File: src/rtl/rr_mux4_arbiter.sv
// Four-channel valid/ready merge with round-robin arbitration into a single
// output register; each held word carries the index of the channel it came from.
module rr_mux4_arbiter #(
  parameter int DATA_W = 8
) (
  input  logic                  clk,
  input  logic                  rst,
  input  logic [3:0]            in_valid,
  input  logic [4*DATA_W-1:0]   in_data,
  output logic [3:0]            in_ready,
  output logic                  out_valid,
  output logic [DATA_W-1:0]     out_data,
  output logic [1:0]            out_sel,
  input  logic                  out_ready
);

  logic              out_valid_reg;
  logic [DATA_W-1:0] out_data_reg;
  logic [1:0]        out_sel_reg;
  logic [1:0]        ptr_reg;

  logic              load;
  logic [DATA_W-1:0] word [4];
  logic [1:0]        cand_idx [4];
  logic [3:0]        cand_valid;
  logic              grant_any;
  logic [1:0]        grant_idx;

  // The register can take a new word when it is empty or drains this cycle.
  assign load = !out_valid_reg | out_ready;

  // Candidate gi is the channel visited gi-th in search order starting at ptr.
  generate
    for (genvar gi = 0; gi < 4; gi++) begin : g_ch
      assign word[gi]       = in_data[gi*DATA_W +: DATA_W];
      assign cand_idx[gi]   = ptr_reg + 2'(gi);
      assign cand_valid[gi] = in_valid[cand_idx[gi]];
    end
  endgenerate

  // Descending scan so the earliest candidate in search order has the final say.
  always_comb begin
    grant_any = 1'b0;
    grant_idx = ptr_reg;
    for (int i = 3; i >= 0; i--) begin
      if (cand_valid[i]) begin
        grant_any = 1'b1;
        grant_idx = cand_idx[i];
      end
    end
  end

  always_comb begin
    in_ready = 4'b0000;
    if (!rst && load && grant_any) begin
      in_ready[grant_idx] = 1'b1;
    end
  end

  always_ff @(posedge clk) begin
    if (rst) begin
      out_valid_reg <= 1'b0;
      out_data_reg  <= '0;
      out_sel_reg   <= 2'd0;
      ptr_reg       <= 2'd0;
    end else if (load) begin
      if (grant_any) begin
        out_valid_reg <= 1'b1;
        out_data_reg  <= word[grant_idx];
        out_sel_reg   <= grant_idx;
        ptr_reg       <= grant_idx + 2'd1;
      end else begin
        out_valid_reg <= 1'b0;
      end
    end
  end

  assign out_valid = out_valid_reg;
  assign out_data  = out_data_reg;
  assign out_sel   = out_sel_reg;

endmodule

File: config.mk
export PLATFORM = sky130hd
export DESIGN_NAME = rr_mux4_arbiter
export DESIGN_NICKNAME = d
export VERILOG_FILES = /design/src/rtl/rr_mux4_arbiter.sv
export SDC_FILE = /design/constraint.sdc
export NUM_CORES = 1
export LEC_CHECK = 0
export ABC_AREA = 0
export CAP_MARGIN = 20
export CORE_MARGIN = 2
export CORE_UTILIZATION = 36
export CTS_BUF_LIST = sky130_fd_sc_hd__clkbuf_8 sky130_fd_sc_hd__clkbuf_16
export CTS_CLUSTER_DIAMETER = 30
export DETAILED_ROUTE_END_ITERATION = 16
export PLACE_DENSITY = 0.83
export SYNTH_ARGS = -nofsm -noshare
export SYNTH_HDL_FRONTEND = slang
export SYNTH_SLANG_ARGS = --single-unit
File: constraint.sdc
create_clock -name clk -period 3.9 [get_ports clk]
set_input_delay 0.78 -clock clk [delete_from_list [all_inputs] [get_ports clk]]
set_output_delay 0.78 -clock clk [all_outputs]
set_load 0.05 [all_outputs]
==> impl_metrics.toml, run 1 <==
[run_status]
status = "completed"

[drt]
met1_length_um = 928
vias = 880
drtAntennaViolNets = 0
post_drt_wl_per_cell_um = 15.5
routed_via_density = 5.27
firstDrtPassIters = 6
wirelength_mm = 2.59
drt_iter0_markers = 9
drc = 0
top_layer = "met4"
wl_met3_um = 124
dr_wl_met2_mm = 1.45

[floorplan]
die_width_um = 49.8
die-height_um = 49.8
core-area_mm2 = 0.00196
die_area_mm2 = 0.00248
start_util_pct = 38.5
fp-row-count = 16
ioPinCount = 54

[setup_path]
critPathLaunch = "in_valid[1]"
crit_path_end_kind = "output port"
rr_worst_depth = 6
arrival_ns = 2.68
crit_type = "in2out"
worstReg2RegEnd = "out_data[1]"
rr_startpoint = "ptr_reg[0]"
crit_fanout = 6
worstPathRequired_ns = 3.12
critPathLaunchType = "input pin"
reg2reg_slack_ns = 1.82

[sta]
final-hold-violation-count = 0
fin_skew_ns = 0.00314
period_share_pct = 88.8
max-slew-margin-rel_pct = 59.0
period_needed_ns = 3.46
fin_tns_setup_ns = 0
rsz0062_at_grt = "false"
setup_slack_ns = 0.436
hold_slack_ns = 0.468
final-max-slew-violation-count = 0
max_freq_ghz = 0.289
setup_viol = 0
worst_pin_slew_ns = 0.612

[place]
pre_cts_slack_ns = 0.469
hpwl_mm = 2.09
io_buffers = 53
dp_cells = 163
place_congestion = 0.681

[cts]
cts_buffers = 3
hold_buffers = 0
cts_tree = "yes"
clock_sinks = 13
cts_root_buffer = "clkbuf_8"
clock_latency_ns = 0.25
cts_resized = 0
clkTransAtPathRegs_ns = 0.06
post_cts_buffers = 0
clk_path_buf_depth = 2
htreeDepth = 1

[flow_run]
drv_cap = 0

[finish]
final_cell_mix = "clkdlybuf4s50_1, mux2i_1, dfxtp_1"
antenna_cells = 0
nets = 180
layout_commonest_cell = "clkdlybuf4s50_1"
drive_gt1_share_pct = 8.57
syn_to_final_growth_pct = 87.3
finalNonFillerCells = 167
largest_reg_flops = 8
utilization_pct = 72.1

[yosys]
synth_largest_area_cell = "dfxtp_1"
netlist_area_um2 = 756
yosys_warnings = 0
syn-num-nets = 122
synth_top_cell_area_share_pct = 34.4
synth-seq-area-share_pct = 34.4
postSynthCellCount = 83
synth-seq-cells = 13
synth_area_leaders = "dfxtp_1, mux2i_1, o221ai_1"
synth_cell_type_count = 23
syn_area_per_cell_um2 = 9.11

[worst_hold_path]
hold_depth = 2
worstHoldStart = "out_data[3]"
hp-class = "reg2reg"
hold_end = "out_data[3]"

[global_routing]
grt_pass1_wl_mm = 4.09
grt_pass1_vias = 884
overflow = 0
antenna_found_initial = 0
grt_start_max_net_pins = 16
track_usage_pct = 22.3

[power_and_ir_drop]
peakVddDrop_mv = 0.283
power_density_mw_per_mm2 = 403
leakage_nw = 0.566
[per-layer routing]
metal  GRT usage (%)  up-vias
met5               0        -
met4            12.0        0
met3            5.15        9
met2            43.1       27
met1            21.2      418
li1                -      426
[layout make-up]
type                       count  area [µm²]
tap                           27        33.8
clock buffer                   3        41.3
timing repair buffer          56         593
clock inverter                 1        3.75
multi-input combinational     62         464
fill                         162         547
inverter                       5        18.8
sequential                    13         260
[worst max-delay path, cell delays in order]
cell	delay [ns]
clkdlybuf4s50_1	0.56
or3b_1	0.17
o311ai_1	0.10
o22a_1	0.26
or3b_1	0.43
nor2_1	0.21
buf_12	0.17
[worst max path at each step]
| stage | end | slack, ns | cells after the start |
|---|---|---|---|
| floorplan | in_ready[0] | 0.70 | 6 |
| global placement | in_ready[0] | 0.52 | 7 |
| detailed placement | in_ready[1] | 0.47 | 7 |
| CTS | in_ready[1] | 0.44 | 7 |
| global route | in_ready[1] | 0.38 | 7 |
| finish | in_ready[1] | 0.44 | 7 |
[stage by stage]
stage	total power [mW]	area, µm²
floorplan	0.335	756
global placement	0.442	1370
detailed placement	0.452	1370
CTS	0.573	1420
global route	0.593	1420
finish	0.570	1420
[cell usage after synthesis]
master / number
nand3b_1: 1
inv_1: 5
or3b_1: 2
o22ai_1: 1
buf_2: 1
nor2_1: 10
nand2b_1: 1
a21oi_2: 1
o311ai_1: 1
dfxtp_1: 13
a21oi_1: 2
buf_6: 1
nor4_1: 1
a211oi_1: 2
o221ai_1: 8
xnor2_1: 1
nand2_1: 9
mux2i_1: 18
buf_4: 1
o31ai_1: 1
o21ai_0: 1
a221oi_2: 1
o22a_1: 1
[cells by family after synthesis]
family	Yosys count	share of synthesized area, %
simple gates	24	14.4
flops	13	34.4
mux	18	23.8
xor+xnor	1	1.16
compound gates	19	20.5
buf+inv	8	5.63
[report_power, final]
group	switching, mW	leakage, nW	internal [mW]
Sequential	0.0147	0.108	0.154
Clock	0.0508	0.0269	0.0697
Combinational	0.154	0.431	0.126
Total	0.219	0.566	0.350
No activity file was read; power rests on OpenSTA's default activity.
==> run 2, diff against run 1 <==
--- a/config.mk
+++ b/config.mk
@@ -12,6 +12,7 @@
 export CTS_BUF_LIST = sky130_fd_sc_hd__clkbuf_8 sky130_fd_sc_hd__clkbuf_16
 export CTS_CLUSTER_DIAMETER = 30
 export DETAILED_ROUTE_END_ITERATION = 16
+export GPL_TIMING_DRIVEN = 0
 export PLACE_DENSITY = 0.83
 export SYNTH_ARGS = -nofsm -noshare
 export SYNTH_HDL_FRONTEND = slang
==> run 2 against run 1 <==
Compared with the run above:
- clock power barely moved
- via count fell by 1.6%
- sequential power barely moved
- count of clock-buffer cells in the layout did not move
- highest routed layer unchanged
==> impl_metrics.toml, run 2 (synthesis gave the netlist of run 1 again) <==
[setup_path]
slowest_stage = "clkdlybuf4s50_1"
arrival_ns = 3.01
rr_startpoint = "ptr_reg[0]"
crit_path_cell_trace = "clkdlybuf4s50_1, or3b_1, o311ai_1, o22a_1, or3b_1, buf_6, nor2_1, clkdlybuf4s15_1"
critPathLaunch = "in_valid[1]"
worstPathRequired_ns = 3.12
path_common_cell = "or3b_1"
crit_fanout = 10
crit_family = "buffers and inverters"
critPathLaunchType = "input pin"
slowest_delay_ns = 0.57
crit_path_end_kind = "output port"
path_buf_inv = 3
crit_type = "in2out"

[place]
place_congestion = 0.711
io_buffers = 53
dp_cells = 163
placed_area_mm2 = 0.00132
hpwl_mm = 1.86

[cts]
cts_tree = "yes"
clk_path_buf_depth = 2
htreeDepth = 1
cts_buffers = 3
clock_sinks = 13
hold_buffers = 0
clkTransAtPathRegs_ns = 0.06
clock_latency_ns = 0.25
cts_root_buffer = "clkbuf_8"

[sta]
period_needed_ns = 3.79
period_share_pct = 97.2
max_freq_ghz = 0.264
setup_viol = 0
fin_tns_setup_ns = 0
final-max-slew-violation-count = 0
worst_pin_slew_ns = 0.566
max-slew-margin-rel_pct = 62.1
final-hold-violation-count = 0
fin_skew_ns = 0.00478
rsz0062_at_grt = "false"

[drt]
drt_iter0_markers = 12
post_drt_wl_per_cell_um = 14.4
drc = 0
top_layer = "met4"
dr_wl_met2_mm = 1.35
drtAntennaViolNets = 0
wl_met3_um = 103
wirelength_mm = 2.41
firstDrtPassIters = 4
met1_length_um = 914
routed_via_density = 5.15
vias = 866

[finish]
syn_to_final_growth_pct = 81.3
nets = 181
final_cell_mix = "clkdlybuf4s50_1, mux2i_1, dfxtp_1"
largest_reg_flops = 8
utilization_pct = 69.8
layout_commonest_cell = "clkdlybuf4s50_1"
finalNonFillerCells = 168
drive_gt1_share_pct = 8.51
fillers = 178
fin_area_mm2 = 0.00137
antenna_cells = 0

[power_and_ir_drop]
peakVddDrop_mv = 0.306
power_density_mw_per_mm2 = 405
p_total_mw = 0.555
leakage_nw = 0.553

[floorplan]
fp-row-count = 16
die-height_um = 49.8
ioPinCount = 54
core-area_mm2 = 0.00196
die_area_mm2 = 0.00248
start_util_pct = 38.5
die_width_um = 49.8

[flow_run]
drv_cap = 0

[global_routing]
overflow = 0
grt_pass1_wl_mm = 3.59
grt_start_max_net_pins = 11
antenna_found_initial = 0
track_usage_pct = 19.7
grt_pass1_vias = 851

[worst_hold_path]
worstHoldStart = "out_data[5]"
hp-class = "reg2reg"

[run_status]
status = "completed"
==> run 2: cell type report <==
cell class	instances	area, µm²	share of cell area [%]
flip-flops and latches	13	260	19.0
inverters	5	18.8	1.37
well taps	27	33.8	2.47
plain buffers	3	23.8	1.74
clock inverters	1	3.75	0.274
multi-input cells	62	453	33.1
clock buffers	3	41.3	3.01
repair buffers	54	536	39.1
==> run 2: worst paths after layout <==
check                           cells after the start  slack [ns]           to
worst min-delay path                                2        0.46  out_data[5]
worst min register to register                      2        0.46  out_data[5]
worst max-delay path                                8        0.11  in_ready[0]
worst max register to register                      6        2.00  out_data[1]
==> run 2: where the power goes <==
group | switching, mW | total [mW] | internal [mW]
combinational | 0.149 | 0.266 | 0.117
clock | 0.0523 | 0.122 | 0.0697
sequential | 0.0128 | 0.167 | 0.154
total | 0.214 | 0.555 | 0.341
==> run 2: through the flow <==
| step | setup slack, ns | hold slack [ns] |
|---|---|---|
| after floorplan | 0.699 | 0.481 |
| after global placement | -0.229 | 0.446 |
| after detailed placement | -0.306 | 0.458 |
| after CTS | 0.0788 | 0.466 |
| after global routing | 0.0200 | 0.499 |
| final | 0.110 | 0.463 |
==> run 2: what timing repair did <==
item | in CTS | in global routing
setup buffers | 0 | 1
pin swaps | 0 | 0
setup endpoints to repair | 4 | 4
resized for setup | 8 | 3
==> run 2: worst min-delay path, delay by kind of cell, from the launching register on <==
kind / cells / cell delay, ns
flops: 1 / 0.32
compound gates: 1 / 0.06
simple gates: 1 / 0.05
==> run 2: layer usage <==
layer / vias up / track usage (%)
met5: - / 0
met4: 0 / 9.72
met3: 7 / 3.03
met2: 27 / 39.1
met1: 407 / 19.1
li1: 425 / -
==> run 3, diff against run 2 <==
--- a/config.mk
+++ b/config.mk
@@ -8,12 +8,13 @@
 export ABC_AREA = 0
 export CAP_MARGIN = 20
 export CORE_MARGIN = 2
-export CORE_UTILIZATION = 36
+export CORE_UTILIZATION = 45
 export CTS_BUF_LIST = sky130_fd_sc_hd__clkbuf_8 sky130_fd_sc_hd__clkbuf_16
 export CTS_CLUSTER_DIAMETER = 30
 export DETAILED_ROUTE_END_ITERATION = 16
+export DONT_BUFFER_PORTS = 1
 export GPL_TIMING_DRIVEN = 0
-export PLACE_DENSITY = 0.83
+export HOLD_SLACK_MARGIN = 0.12
 export SYNTH_ARGS = -nofsm -noshare
 export SYNTH_HDL_FRONTEND = slang
 export SYNTH_SLANG_ARGS = --single-unit
==> constraint.sdc (replaced) <==
create_clock -name clk -period 4.25 [get_ports clk]
set_input_delay 0.85 -clock clk [delete_from_list [all_inputs] [get_ports clk]]
set_output_delay 0.85 -clock clk [all_outputs]
set_load 0.05 [all_outputs]
==> run 3 against run 2 <==
Compared with the run above:
- critical path depth shrank 3
- highest routed layer unchanged
- global-route usage down 2.2 points
- largest power group is now sequential cells
- largest cell class is now multi-input combinational cells
- first-iteration DRC count shrank 100%
==> impl_metrics.toml, run 3 (synthesis gave the netlist of run 1 again) <==
[sta]
max_freq_ghz = 0.283
rsz0062_at_grt = "false"
max-slew-margin-rel_pct = 41.1
worst_pin_slew_ns = 0.881
fin_skew_ns = 0.00100
final-hold-violation-count = 0
fin_tns_setup_ns = 0
setup_viol = 0
period_share_pct = 83.3
period_needed_ns = 3.54
final-max-slew-violation-count = 0

[setup_path]
crit_family = "simple AND/OR/NAND/NOR gates"
crit_type = "in2out"
crit_path_cell_trace = "or3b_1, o311ai_1, o22a_1, nand3b_1, nor2_1"
crit_path_end_kind = "output port"
arrival_ns = 2.69
worstPathRequired_ns = 3.40
slowest_stage = "nor2_1"
reg2reg_slack_ns = 2.34
path_buf_inv = 0
slowest_delay_ns = 0.79
crit_fanout = 10
critPathLaunchType = "input pin"

[global_routing]
overflow = 0
grt_start_max_net_pins = 11
grt_pass1_vias = 573
track_usage_pct = 17.4
antenna_found_initial = 0
grt_pass1_wl_mm = 2.55

[cts]
cts_root_buffer = "clkbuf_8"
clk_path_buf_depth = 2
cts_buffers = 3
post_cts_buffers = 0
htreeDepth = 1
cts_tree = "yes"
clock_sinks = 13
clock_latency_ns = 0.24
hold_buffers = 0
clkTransAtPathRegs_ns = 0.05
cts_resized = 0

[finish]
final_cell_mix = "mux2i_1, dfxtp_1, nor2_1"
antenna_cells = 0
drive_gt1_share_pct = 9.20
fin_area_um2 = 821
largest_reg_flops = 8
syn_to_final_growth_pct = 8.61
nets = 127
layout_commonest_cell = "mux2i_1"

[drt]
firstDrtPassIters = 1
wirelength_mm = 1.66
drt_iter0_markers = 0
drtAntennaViolNets = 0
routed_via_density = 6.20
drc = 0
vias = 639
post_drt_wl_per_cell_um = 16.1

[floorplan]
core-area_mm2 = 0.00154
fp-row-count = 14
die_width_um = 45.0
start_util_pct = 49.0
ioPinCount = 54
die-height_um = 45.0
die_area_mm2 = 0.00202

[place]
hpwl_mm = 1.26
placed_area_um2 = 776
place_congestion = 0.725
io_buffers = 0

[power_and_ir_drop]
leakage_nw = 0.343
power_density_mw_per_mm2 = 519
peakVddDrop_mv = 0.245

[worst_hold_path]
hp-class = "reg2reg"

[flow_run]
drv_cap = 0

[run_status]
status = "completed"
## run 3: cell types whose count changed in the layout (fill, tap and decap cells not counted)
cell,delta
buf_4,-1
clkbuf_2,-1
clkdlybuf4s15_1,-1
clkdlybuf4s15_2,-2
clkdlybuf4s50_1,-49
## run 3: through the flow
step	setup WS, ns	power [mW]	std cells	util, %	hold slack (ns)
4_1_cts	0.697	0.430	103	53.2	0.512
5_1_grt	0.563	0.450	103	53.2	0.541
3_5_place_dp	0.686	0.326	99	50.3	0.505
2_1_floorplan	0.909	0.307	83	-	0.481
3_3_place_gp	0.697	0.323	99	50.3	0.494
6_report	0.711	0.426	103	53.2	0.512
## run 3: power by group
| group | internal, mW | switching, mW |
|---|---|---|
| registers | 0.142 | 0.0701 |
| clock network | 0.0635 | 0.0402 |
| logic | 0.0476 | 0.0630 |
## run 3: worst paths after layout
path	depth (start not counted)	endpoint	startpoint
hold / removal	2	ptr_reg[0]	ptr_reg[0]
setup / recovery	5	in_ready[2]	in_valid[1]
hold reg to reg	2	ptr_reg[0]	ptr_reg[0]
setup reg to reg	6	out_data[0]	ptr_reg[0]
## run 3: cell type report
| class | count | area (µm²) |
|---|---|---|
| inverter | 5 | 18.8 |
| clock inverter | 1 | 3.75 |
| tap | 16 | 20.0 |
| multi-input combinational | 62 | 453 |
| buffer | 3 | 23.8 |
| sequential | 13 | 260 |
| clock buffer | 3 | 41.3 |
| fill | 154 | 721 |
## run 3: worst register-to-register path, stage by stage (launching register included)
cell and delay, ns:
dfxtp_1 0.35, nand2b_1 0.13, o21ai_0 0.10, a221oi_2 0.48, buf_2 0.35, mux2i_1 0.23
o221ai_1 0.13
## run 3: layer usage
layer  vias up  GRT usage [%]  part of all wire (%)  wire, µm
li1        317              -                     -         -
met1       284           22.4                    43       718
met5         -              0                     0         0
met4         0           7.06                   1.1        19
met3         4           5.20                    10       169
met2        34           27.1                    45       748
